## config.mk

```make
export PLATFORM = sky130hd
export DESIGN_NAME = proj_bottom_sketch_sorter_flat
export DESIGN_NICKNAME = d
export VERILOG_FILES = /design/src/rtl/proj_pkg.sv /design/src/rtl/proj_bottom_sketch_sorter_if.sv /design/src/rtl/proj_sketch_cell.sv /design/src/rtl/proj_bottom_sketch_sorter.sv /design/src/flat_wrapper.sv
export SDC_FILE = /design/constraint.sdc
export NUM_CORES = 1
export LEC_CHECK = 0
export ABC_AREA = 1
export BUFFER_PORTS_ARGS = -buffer_cell sky130_fd_sc_hd__clkbuf_2
export CAP_MARGIN = 20
export CORE_UTILIZATION = 59
export DETAILED_ROUTE_END_ITERATION = 10
export GPL_TIMING_DRIVEN = 0
export PLACE_DENSITY_LB_ADDON = 0.15
export SETUP_SLACK_MARGIN = 0.15
export SYNTH_ARGS = -nofsm -noshare
export SYNTH_HDL_FRONTEND = slang
export SYNTH_SLANG_ARGS = --single-unit
```

## constraint.sdc

```tcl
create_clock -name clk -period 10.75 [get_ports clk]
set_input_delay 2.15 -clock clk [delete_from_list [all_inputs] [get_ports clk]]
set_output_delay 2.15 -clock clk [all_outputs]
set_load 0.01 [all_outputs]
```

## src/rtl/proj_pkg.sv

```systemverilog
// Shared constants and types for the k-mer hasher / sketch sorter pipeline.
package proj_pkg;
  localparam int HASHER_SORTER_SIGNATURE = 32;
  localparam int SORTER_SKETCH_LEN       = 8;

  typedef logic [HASHER_SORTER_SIGNATURE-1:0] sig_t;
  typedef enum logic [0:0] {COLLECT = 1'b0, DRAIN = 1'b1} sorter_state_e;
endpackage

```

## src/rtl/proj_bottom_sketch_sorter_if.sv

```systemverilog
// Signature input, sequence control and sketch readout bundle for the sorter.
interface proj_bottom_sketch_sorter_if #(
  parameter int SIG_BITS = 32,
  parameter int CNT_BITS = 4
);
  logic                in_valid;
  logic [SIG_BITS-1:0] in_sig;
  logic                in_ready;
  logic                seq_end;
  logic                start_over;
  logic [CNT_BITS-1:0] count;
  logic                out_valid;
  logic                out_ready;
  logic [SIG_BITS-1:0] out_sig;
  logic                out_last;
  logic                sketch_done;

  modport master (
    output in_valid, in_sig, seq_end, start_over, out_ready,
    input  in_ready, count, out_valid, out_sig, out_last, sketch_done
  );
  modport slave (
    input  in_valid, in_sig, seq_end, start_over, out_ready,
    output in_ready, count, out_valid, out_sig, out_last, sketch_done
  );
endinterface

```

## src/rtl/proj_sketch_cell.sv

```systemverilog
// One sketch slot: compares against the incoming signature and on insert keeps,
// takes its left neighbour (shift up) or takes the new signature.
module proj_sketch_cell #(
  parameter int SIG_BITS = 32
) (
  input  logic                clk,
  input  logic                rst,
  input  logic                clr,
  input  logic                ins,
  input  logic [SIG_BITS-1:0] in_sig,
  input  logic                left_lt,
  input  logic [SIG_BITS-1:0] left_entry,
  input  logic                left_valid,
  output logic [SIG_BITS-1:0] entry,
  output logic                valid,
  output logic                lt,
  output logic                eq
);
  assign lt = valid && (entry < in_sig);
  assign eq = valid && (entry == in_sig);

  // lt flags form a prefix, so the first non-lt cell after an lt neighbour is the slot
  always_ff @(posedge clk or posedge rst) begin
    if (rst) begin
      entry <= '0;
      valid <= 1'b0;
    end else if (clr) begin
      entry <= '0;
      valid <= 1'b0;
    end else if (ins && !lt) begin
      if (left_lt) begin
        entry <= in_sig;
        valid <= 1'b1;
      end else begin
        entry <= left_entry;
        valid <= left_valid;
      end
    end
  end
endmodule

```

## src/rtl/proj_bottom_sketch_sorter.sv

```systemverilog
// Bottom-S MinHash sketch: parallel sorted insert of distinct signatures, then
// ascending valid/ready readout and self-clear.
module proj_bottom_sketch_sorter
  import proj_pkg::*;
#(
  parameter int SIG_BITS   = HASHER_SORTER_SIGNATURE,
  parameter int SKETCH_LEN = SORTER_SKETCH_LEN,
  parameter int CNT_BITS   = $clog2(SKETCH_LEN + 1)
) (
  input  logic clk,
  input  logic rst,
  proj_bottom_sketch_sorter_if.slave bus
);
  localparam logic [0:0] ST_COLLECT = COLLECT;
  localparam logic [0:0] ST_DRAIN   = DRAIN;

  logic [SKETCH_LEN-1:0][SIG_BITS-1:0] entry;
  logic [SKETCH_LEN-1:0]               valid, lt, eq;
  logic [0:0]                          state_q;
  logic [CNT_BITS-1:0]                 count_q, rd_idx_q;
  logic                                done_q;
  logic                                collect, xfer, last, clr, ins;
  logic [SIG_BITS-1:0]                 rd_sig;

  assign collect = (state_q == ST_COLLECT);
  assign last    = !collect && (rd_idx_q == count_q - CNT_BITS'(1));
  assign xfer    = !collect && bus.out_ready;
  assign clr     = bus.start_over || (xfer && last);
  assign ins     = collect && bus.in_valid && !(|eq) && !bus.start_over;

  for (genvar i = 0; i < SKETCH_LEN; i++) begin : g_cell
    logic                left_lt, left_valid;
    logic [SIG_BITS-1:0] left_entry;
    if (i == 0) begin : g_head
      assign left_lt    = 1'b1;
      assign left_valid = 1'b0;
      assign left_entry = '0;
    end else begin : g_body
      assign left_lt    = lt[i-1];
      assign left_valid = valid[i-1];
      assign left_entry = entry[i-1];
    end
    proj_sketch_cell #(.SIG_BITS(SIG_BITS)) u_cell (
      .clk(clk), .rst(rst), .clr(clr), .ins(ins), .in_sig(bus.in_sig),
      .left_lt(left_lt), .left_entry(left_entry), .left_valid(left_valid),
      .entry(entry[i]), .valid(valid[i]), .lt(lt[i]), .eq(eq[i])
    );
  end

  always_comb begin
    rd_sig = '0;
    for (int i = 0; i < SKETCH_LEN; i++)
      if (!collect && valid[i] && rd_idx_q == CNT_BITS'(i)) rd_sig = entry[i];
  end

  always_ff @(posedge clk or posedge rst) begin
    if (rst) begin
      state_q  <= ST_COLLECT;
      count_q  <= '0;
      rd_idx_q <= '0;
      done_q   <= 1'b0;
    end else begin
      done_q <= 1'b0;
      if (bus.start_over) begin
        state_q  <= ST_COLLECT;
        count_q  <= '0;
        rd_idx_q <= '0;
      end else if (collect) begin
        if (ins && count_q < CNT_BITS'(SKETCH_LEN)) count_q <= count_q + CNT_BITS'(1);
        // an empty sketch skips readout entirely but still reports completion
        if (bus.seq_end) begin
          if (count_q == '0 && !ins) done_q <= 1'b1;
          else begin
            state_q  <= ST_DRAIN;
            rd_idx_q <= '0;
          end
        end
      end else if (xfer) begin
        if (last) begin
          state_q  <= ST_COLLECT;
          count_q  <= '0;
          rd_idx_q <= '0;
          done_q   <= 1'b1;
        end else rd_idx_q <= rd_idx_q + CNT_BITS'(1);
      end
    end
  end

  assign bus.in_ready    = collect && !rst;
  assign bus.count       = count_q;
  assign bus.out_valid   = !collect;
  assign bus.out_sig     = rd_sig;
  assign bus.out_last    = last;
  assign bus.sketch_done = done_q;
endmodule
```

## src/flat_wrapper.sv

```systemverilog
// flat-port wrapper written by rule: the top's interface ports become plain ports
module proj_bottom_sketch_sorter_flat import proj_pkg::*;
#(
  parameter int SIG_BITS   = HASHER_SORTER_SIGNATURE,
  parameter int SKETCH_LEN = SORTER_SKETCH_LEN,
  parameter int CNT_BITS   = $clog2(SKETCH_LEN + 1)
)
  (clk, rst, bus_in_valid, bus_in_sig, bus_seq_end, bus_start_over, bus_out_ready, bus_in_ready, bus_count, bus_out_valid, bus_out_sig, bus_out_last, bus_sketch_done);
  proj_bottom_sketch_sorter_if #(.SIG_BITS(SIG_BITS), .CNT_BITS(CNT_BITS)) bus_i ();
  input  logic clk;
  input  logic rst;
  input wire logic [$bits(bus_i.in_valid)-1:0] bus_in_valid;
  input wire logic [$bits(bus_i.in_sig)-1:0] bus_in_sig;
  input wire logic [$bits(bus_i.seq_end)-1:0] bus_seq_end;
  input wire logic [$bits(bus_i.start_over)-1:0] bus_start_over;
  input wire logic [$bits(bus_i.out_ready)-1:0] bus_out_ready;
  output wire logic [$bits(bus_i.in_ready)-1:0] bus_in_ready;
  output wire logic [$bits(bus_i.count)-1:0] bus_count;
  output wire logic [$bits(bus_i.out_valid)-1:0] bus_out_valid;
  output wire logic [$bits(bus_i.out_sig)-1:0] bus_out_sig;
  output wire logic [$bits(bus_i.out_last)-1:0] bus_out_last;
  output wire logic [$bits(bus_i.sketch_done)-1:0] bus_sketch_done;
  assign bus_i.in_valid = bus_in_valid;
  assign bus_i.in_sig = bus_in_sig;
  assign bus_i.seq_end = bus_seq_end;
  assign bus_i.start_over = bus_start_over;
  assign bus_i.out_ready = bus_out_ready;
  assign bus_in_ready = bus_i.in_ready;
  assign bus_count = bus_i.count;
  assign bus_out_valid = bus_i.out_valid;
  assign bus_out_sig = bus_i.out_sig;
  assign bus_out_last = bus_i.out_last;
  assign bus_sketch_done = bus_i.sketch_done;
  proj_bottom_sketch_sorter #(.SIG_BITS(SIG_BITS), .SKETCH_LEN(SKETCH_LEN), .CNT_BITS(CNT_BITS)) u_core (.clk(clk), .rst(rst), .bus(bus_i));
endmodule
```

== Word-level counts from Yosys, hierarchy flattened ==
Cells that the tools add are included.
Operators by class
  magnitude comparators: 9
  reduce and logical (&&, ||, !) cells: 77
  equality and inequality tests: 19
  multiplexer cells: 77
  bitwise gates (word level): 1
  $add $sub $neg: 3
Operators with widths (count)
  $mux 32: 31
  $eq 32x32->1: 8
  $lt 32x32->1: 8
  $logic_and 1x1->1: 49
  $mux 4: 11
  $mux 1: 35
  $eq 4x3->1 const B: 4
  $reduce_bool 2->1: 8
  $logic_not 1->1: 12
  $add 4x1->4 const B: 2
  $eq 4x2->1 const B: 2
  $logic_not 4->1: 2
  $reduce_or 8->1: 1
  $ne 3x3->1 const B: 2
  $reduce_and 3->1: 2
  $reduce_bool 3->1: 2
  $eq 4x1->1 const B: 1
  $eq 4x4->1: 1
  $lt 4x4->1 const B: 1
  $sub 4x1->4 const B: 1
  $ne 3x2->1 const B: 1
  $logic_or 1x1->1: 1
  $not 1->1: 1
Storage, ports and cells
  logic and storage cells: 206
  flip-flop bits (word level): 274

== Logic depth before layout (Yosys ltp) ==
Gate-level depths: netlist of the first run.
  depth after elaboration: 12
  depth in mapped cells: 18

== Hierarchy ==
Synthesis of the first run repeated with hierarchy kept, for this count alone.
Unflattened totals
  cell total of the unflattened synthesis: 3646
  area, all modules: 26354.0 um^2
By module, submodules not included
  proj_sketch_cell: instances 8, cells each 370, area each 2870.3 um^2, seq. area each 825.8 um^2
  proj_bottom_sketch_sorter: instances 1, cells each 686, area each 3392.0 um^2, seq. area each 250.2 um^2

== Worst setup path after synthesis of the first run ==
No wires, ideal clock.
  kind: input to output
  start: input rst
  end: output bus_in_ready
  data arrival time: 2.307 ns
  path slack: 6.293 ns
  stages: 1
  buffers on the path: 0
  cell sequence: nor2_1
Between the ends
  cells in the longest elaborated chain, start to end: 2
RTL lines
  start, declared: line flat_wrapper.sv:11  | input logic rst;
  $logic_not 1->1 (no line)
  $logic_and 1x1->1: line proj_bottom_sketch_sorter.sv:89  | assign bus.in_ready = collect && !rst;
  end, declared: line flat_wrapper.sv:17  | output wire logic [$bits(bus_i.in_ready)-1:0] bus_in_ready;
Every way passes these cells.

== Worst setup path after layout of the first run ==
  start: register u_core.rd_idx_q[0]
  end: output bus_out_sig[26]
Between the ends
  cells in the longest elaborated chain, start to end: 10
RTL lines
  start, declared: line proj_bottom_sketch_sorter.sv:20  | logic [CNT_BITS-1:0] count_q, rd_idx_q;
  start signal, assigned: line proj_bottom_sketch_sorter.sv:84  | end else rd_idx_q <= rd_idx_q + CNT_BITS'(1);
  $logic_not 4->1: line proj_bottom_sketch_sorter.sv:53  | if (!collect && valid[i] && rd_idx_q == CNT_BITS'(i)) rd_sig = entry[i];
  $logic_and 1x1->1: line proj_bottom_sketch_sorter.sv:53
  $mux 32 (7 in a row): line proj_bottom_sketch_sorter.sv:53
  $mux 32 (*): line proj_bottom_sketch_sorter.sv:53
  end, declared: line flat_wrapper.sv:20  | output wire logic [$bits(bus_i.out_sig)-1:0] bus_out_sig;
Every way passes the cells marked *; elsewhere a longest branch is shown, timed or not.

==> summary.txt, run 1 <==
Run status
  – Status: finished, final reports clean

STA
  – Post-route setup TNS: 0 ns
  – Fin crit share: 0.547
  – Slew Viols, Final: 0
  – Final Hold Viols: 0
  – RSZ-0062 raised after global routing: false
  – Final setup margin: 4.87 ns
  – Skew final: 0.0200 ns
  – Fmax: 170 MHz
  – Crit path time final: 5.88 ns
  – Max_slew headroom: 0.460
  – Slew @ Worst Pin: 0.810 ns
  – Hold slack: 0.515 ns
  – Final setup fails: 0

Die
  – Chip height: 198 µm
  – Die area: 39,200 µm²
  – Core Rows: 71
  – Core Area: 37,800 µm²
  – I/O pin count: 78
  – Die width: 198 µm
  – Initial Util: 0.601

Final layout
  – Share of cells above drive strength 1: 0.0647
  – Diodes inserted: 0
  – Area growth from synthesis to layout: 9.19%
  – Nets: 3,804
  – Commonest non-fill, non-tap cell in the layout: nand2_1
  – Fillers: 3,540
  – Finished Layout Cells: 4,033
  – Core Util, Final: 0.656
  – Post-layout instance area: 24,800 µm²
  – Most frequent cells in the layout: nand2_1, nand3_1, dfrtp_1, ha_1, a21oi_1

Routing
  – DR pass1 iterations: 9
  – Via density: 6.17
  – DR vias: 24,900
  – Iter 0 DRT Violations: 3,100
  – Routed length per instance: 20.7 µm
  – Post-Route WL: 83.5 mm
  – Remaining antenna violation count: 0
  – DRC: 0

Setup path
  – CP Max Fanout: 10
  – CP Data Required Time: 8.60 ns
  – CP most frequent cell: nand3_1
  – Slowest-stage cell, CP: clkbuf_1
  – Crit path DAT: 3.73 ns
  – Crit-path max cell delay: 0.58 ns
  – CP top delay family: simple AND/OR/NAND/NOR gates
  – Crit path kind: reg -> out
  – Crit start category: register
  – Crit-path cells: inv_1 -> ha_1 -> nand2_1 -> nor2_1 -> clkbuf_1 -> nand3_1 -> nand3_1 -> o211ai_1 -> nand3_1 -> nand2_1 -> a21oi_1 -> clkbuf_2
  – Worst Setup End Kind: output pin
  – WP buf/inv: 3

Yosys
  – Syn avg cell area: 6.66 µm²
  – Synth Cell Area: 22,700 µm²
  – Sequential-to-total area share from yosys stat: 0.302
  – Ys Warns: 0
  – Distinct cells, synth: 32
  – Syn_nets: 3,709
  – Cells after Synth: 3,408
  – FF+latch count, synth: 274

Global routing
  – Vias in the first global route: 23,000
  – GR Overflow Total: 0
  – Gr usage total: 0.432
  – Initial antenna violation count: 0
  – Pin count of the biggest net entering global routing: 110
  – Global-route wire length before repair: 128 mm

Clocking
  – Clock Sinks: 274
  – CTS tree: built
  – Post-CTS sizing: 0
  – H-tree depth: 2
  – CTS Root Cell: clkbuf_16
  – Clk_lat worst skew: 0.57 ns
  – Setup Buffers After CTS: 0
  – Worst-path clk slew: 0.06 ns
  – CTS hold repair buffers: 0
  – Clk buf depth: 3
  – Number of buffers created by CTS: 36

Power and ir drop
  – P_leak: 14.0 nW
  – Final Power: 2.90 mW
  – Worst VDD drop: 126 µV
  – PwrDens: 117 nW/µm²

Placed design
  – Placed cell count: 3,976
  – Gpl congestion: 0.994
  – DP Area: 23,700 µm²
  – HPWL Detailed: 65.5 mm
  – Post-Place Setup Slack: 4.69 ns
  – # port buffers: 55

Hold path
  – Worst hold path type: reg -> reg

Flow run
  – Max-cap violations: 0
==> tightest hold or removal path: cells and delay by family, from the launching register on <==
kind	cells	cell delay [ns]
DFF	1	0.34
and+or+nand+nor	2	0.14
==> synthesized netlist by cell type, drive strengths merged <==
master	n	area share
xor2	2	0.00077
o21a	9	0.0030
a21oi	190	0.043
xnor2	5	0.0019
nand3	627	0.14
nor2	154	0.026
dfrtp	274	0.30
inv	136	0.023
nand2	1376	0.23
nor4b	1	0.00039
ha	263	0.15
o211ai	34	0.011
nand4	5	0.0014
buf	95	0.027
o21ai	82	0.018
nor3	31	0.0071
clkbuf	112	0.019
a211oi	7	0.0023
nand3b	5	0.0017
==> layer usage <==
metal / vias to the layer above / global-route usage / part of all wire
met4: 2 / 0.233 / 0.056
li1: 11500 / - / -
met3: 298 / 0.0632 / 0.10
met1: 11700 / 0.583 / 0.40
met2: 1441 / 0.666 / 0.43
met5: - / 0 / 0.00038
==> report_power, final <==
part | leakage, nW | internal [mW] | switching [mW]
sequential | 3.79 | 1.08 | 0.0669
combinational | 9.68 | 0.168 | 0.397
clock | 0.549 | 0.697 | 0.491
==> sequential cells by signal (all words and copies together) (netlist names) <==
signal and flops:
u_core.g_cell.u_cell.entry 256, u_core.g_cell.u_cell.valid 8, u_core.bus.count 4, u_core.rd_idx_q 4, u_core.bus.out_valid 1, u_core.bus.sketch_done 1
==> logic make-up (layout without fill, tap and decap cells) <==
| kind of cell | Yosys count | count (layout) | synth area share |
|---|---|---|---|
| and+or+nand+nor | 2199 | 2199 | 0.404 |
| buffers and inverters | 343 | 457 | 0.0681 |
| AOI/OAI and AO/OA | 322 | 322 | 0.0775 |
| DFF | 274 | 274 | 0.302 |
| adders and majority gates | 263 | 263 | 0.145 |
| xor gates and xnor gates | 7 | 7 | 0.00270 |
==> final cells by class <==
type | count | area (µm²) | share of cell area
Multi-Input combinational cell | 2791 | 14300 | 0.577
Sequential cell | 274 | 6860 | 0.277
Clock buffer | 51 | 1050 | 0.0423
Buffer | 207 | 1030 | 0.0416
Tap cell | 511 | 639 | 0.0258
Inverter | 136 | 523 | 0.0211
Timing Repair Buffer | 57 | 330 | 0.0133
Clock inverter | 6 | 58.8 | 0.00237
==> path summary, 6_finish.rpt <==
kind	start	end	slack [ns]	cells after the start
max	u_core.rd_idx_q[0]$_DFFE_PP0P_	bus_out_sig[26]	4.87	12
min	u_core.g_cell[1].u_cell.entry[0]$_DFFE_PP0P_	u_core.g_cell[1].u_cell.entry[0]$_DFFE_PP0P_	0.51	2
max reg2reg	u_core.g_cell[2].u_cell.entry[31]$_DFFE_PP0P_	u_core.g_cell[0].u_cell.entry[6]$_DFFE_PP0P_	7.55	14
min reg2reg	u_core.g_cell[1].u_cell.entry[0]$_DFFE_PP0P_	u_core.g_cell[1].u_cell.entry[0]$_DFFE_PP0P_	0.51	2
max in group asynchronous	rst	u_core.g_cell[7].u_cell.entry[31]$_DFFE_PP0P_	8.10	3
min in group asynchronous	rst	u_core.g_cell[1].u_cell.entry[17]$_DFFE_PP0P_	1.65	2
(Power assumes the default switching activity.)
==> inputs of run 2 (changes only) <==
==> constraint.sdc (replaced) <==
create_clock -name clk -period 5.85 [get_ports clk]
set_input_delay 1.17 -clock clk [delete_from_list [all_inputs] [get_ports clk]]
set_output_delay 1.17 -clock clk [all_outputs]
set_load 0.01 [all_outputs]
==> run 2 against run 1 <==
Net effect: worst setup slack got worse by 3.8 ns; largest cell class unchanged; combinational power rose by 87%; non-clock buffer count grew 5; sequential share of layout area shrank 0.26 points; largest power group unchanged; critical endpoint unchanged.
==> summary.txt, run 2 (synthesized netlist as in run 1, its figures left out) <==
Run status
  – Status: finished, final reports clean

Routing
  – DRC: 0 (unchanged)
  – Iter 0 DRT Violations: 3,167 (+2.2%)
  – Routed length per instance: 20.8 µm (+0.36%)
  – Via density: 6.20 (+0.53%)
  – Post-Route WL: 84.1 mm (+0.64%)
  – Remaining antenna violation count: 0 (unchanged)
  – DR pass1 iterations: 5 (-4)
  – DR vias: 25,100 (+0.80%)

Clocking
  – Setup Buffers After CTS: 0 (unchanged)
  – CTS Root Cell: clkbuf_16
  – Worst-path clk slew: 0.06 ns (about the same)
  – Clk_lat worst skew: 0.56 ns (about the same)
  – Clock Sinks: 274 (unchanged)
  – Clk buf depth: 3 (unchanged)
  – Post-CTS sizing: 0 (unchanged)
  – CTS hold repair buffers: 0 (unchanged)
  – CTS tree: built
  – Number of buffers created by CTS: 35 (-2.8%)
  – H-tree depth: 2 (unchanged)

Die
  – Die area: 39,200 µm² (unchanged)
  – Core Rows: 71 (unchanged)
  – Initial Util: 0.601 (unchanged)
  – Core Area: 37,800 µm² (unchanged)
  – Chip height: 198 µm (unchanged)
  – I/O pin count: 78 (unchanged)
  – Die width: 198 µm (unchanged)

Global routing
  – GR Overflow Total: 0 (unchanged)
  – Global-route wire length before repair: 129 mm (+0.82%)
  – Pin count of the biggest net entering global routing: 44 (-60%)
  – Vias in the first global route: 23,300 (+1.3%)
  – Initial antenna violation count: 0 (unchanged)
  – Gr usage total: 0.435 (+0.00307)

Placed design
  – Gpl congestion: 0.997 (+0.34%)
  – # port buffers: 55 (unchanged)
  – Post-Place Setup Slack: 1.01 ns (-3.68 ns)
  – HPWL Detailed: 66.6 mm (+1.6%)

Final layout
  – Nets: 3,808 (+0.11%)
  – Max reg flops: 256 (unchanged)
  – Area growth from synthesis to layout: 10.2%
  – Core Util, Final: 0.662 (+0.00613)
  – Commonest non-fill, non-tap cell in the layout: nand2_1
  – Largest registers: u_core.g_cell.u_cell.entry: 256 flops, u_core.g_cell.u_cell.valid: 8 flops
  – Share of cells above drive strength 1: 0.0688 (+0.00404)
  – Most frequent cells in the layout: nand2_1, nand3_1, dfrtp_1, ha_1, a21oi_1
  – Top reg by flops: u_core.g_cell.u_cell.entry
  – Diodes inserted: 0 (unchanged)

STA
  – Final Hold Viols: 0 (unchanged)
  – Final setup fails: 0 (unchanged)
  – Skew final: 0.0204 ns (+0.000414 ns)
  – RSZ-0062 raised after global routing: false
  – Max_slew headroom: 0.465 (+0.00494)
  – Crit path time final: 4.80 ns
  – Fin crit share: 0.820
  – Slew @ Worst Pin: 0.803 ns (-0.00741 ns)
  – Post-route setup TNS: 0 ns (unchanged)
  – Slew Viols, Final: 0 (unchanged)
  – Fmax: 208 MHz
  – Final setup margin: 1.05 ns (-3.82 ns)

Power and ir drop
  – Worst VDD drop: 200 µV (+59%)
  – PwrDens: 223 nW/µm² (+90%)
  – P_leak: 14.1 nW (+0.82%)

Setup path
  – Worst Setup End Kind: output pin
  – Crit start category: register
  – R2R cell count: 14 (unchanged)
  – Worst reg2reg endpoint: u_core.g_cell[0].u_cell.entry[5]$_DFFE_PP0P_
  – CP Max Fanout: 10 (unchanged)
  – Reg2reg setup slack: 2.71 ns (-4.84 ns)
  – Crit path DAT: 3.63 ns (-0.10 ns)
  – Worst R2R Start: u_core.g_cell[7].u_cell.entry[3]$_DFFE_PP0P_
  – Crit path kind: reg -> out
  – CP Data Required Time: 4.68 ns (-3.92 ns)

Hold path
  – Hold Path Depth: 2 (unchanged)
  – HP Start: u_core.g_cell[1].u_cell.entry[0]$_DFFE_PP0P_
  – WHS Endpoint: u_core.g_cell[1].u_cell.entry[0]$_DFFE_PP0P_
  – Worst hold path type: reg -> reg

Flow run
  – Max-cap violations: 0 (unchanged)
## run 2: per-stage QoR
| stage | instance area (µm²) | power, mW | std cells | hold WS, ns |
|---|---|---|---|---|
| floorplan | 22700 | 2.79 | 3408 | 0.475 |
| global placement | 23600 | 3.10 | 3974 | 0.495 |
| detailed placement | 23700 | 3.15 | 3981 | 0.498 |
| CTS | 25000 | 5.53 | 4044 | 0.513 |
| global route | 25000 | 5.77 | 4044 | 0.542 |
| finish | 25000 | 5.57 | 4044 | 0.519 |
## run 2: routing by layer
layer | part of all wire | up-vias | wire length (µm) | GRT usage
met3 | 0.096 | 328 | 8110 | 0.0574
met2 | 0.43 | 1476 | 36200 | 0.665
met4 | 0.061 | 0 | 5120 | 0.257
met1 | 0.41 | 11800 | 34600 | 0.587
li1 | - | 11500 | - | -
met5 | 0 | - | 0 | 0
## run 2: cell type report
class                      count  area [µm²]
buffer                       207        1030
clock buffer                  52        1100
clock inverter                11         155
fill                        3475       12700
inverter                     136         519
multi-input combinational   2791       14300
sequential                   274        6860
tap                          511         639
timing repair buffer          62         415
## run 2: report_power, final
| group | switching (mW) | internal [mW] |
|---|---|---|
| Sequential | 0.121 | 1.98 |
| Combinational | 0.740 | 0.316 |
| Clock | 0.930 | 1.48 |
| Total | 1.79 | 3.78 |
## run 2: how the worst max path moves through the flow
stage | to | start | cells after the start | slack (ns)
2_1_floorplan | u_core.bus.count[0]$_DFFE_PP0P_ | rst | 1 | 1.06
3_3_place_gp | u_core.g_cell[7].u_cell.entry[4]$_DFFE_PP0P_ | rst | 2 | -0.72
3_5_place_dp | u_core.g_cell[0].u_cell.entry[5]$_DFFE_PP0P_ | bus_in_sig[9] | 16 | 1.01
4_1_cts | bus_out_sig[26] | u_core.rd_idx_q[0]$_DFFE_PP0P_ | 12 | 1.23
5_1_grt | bus_out_sig[26] | u_core.rd_idx_q[0]$_DFFE_PP0P_ | 12 | 0.95
6_report | bus_out_sig[26] | u_core.rd_idx_q[1]$_DFFE_PP0P_ | 13 | 1.05
## run 2: worst max-delay path, cell delays in order, from the launching register on
cell and delay, ns:
dfrtp_1 0.41, inv_1 0.12, ha_1 0.31, nand2_1 0.21, inv_1 0.06, nand2_1 0.20
clkbuf_1 0.54, nand3_1 0.16, nand3_1 0.13, o211ai_1 0.16, nand3_1 0.18, nand2_1 0.08
a21oi_1 0.28, clkbuf_2 0.20
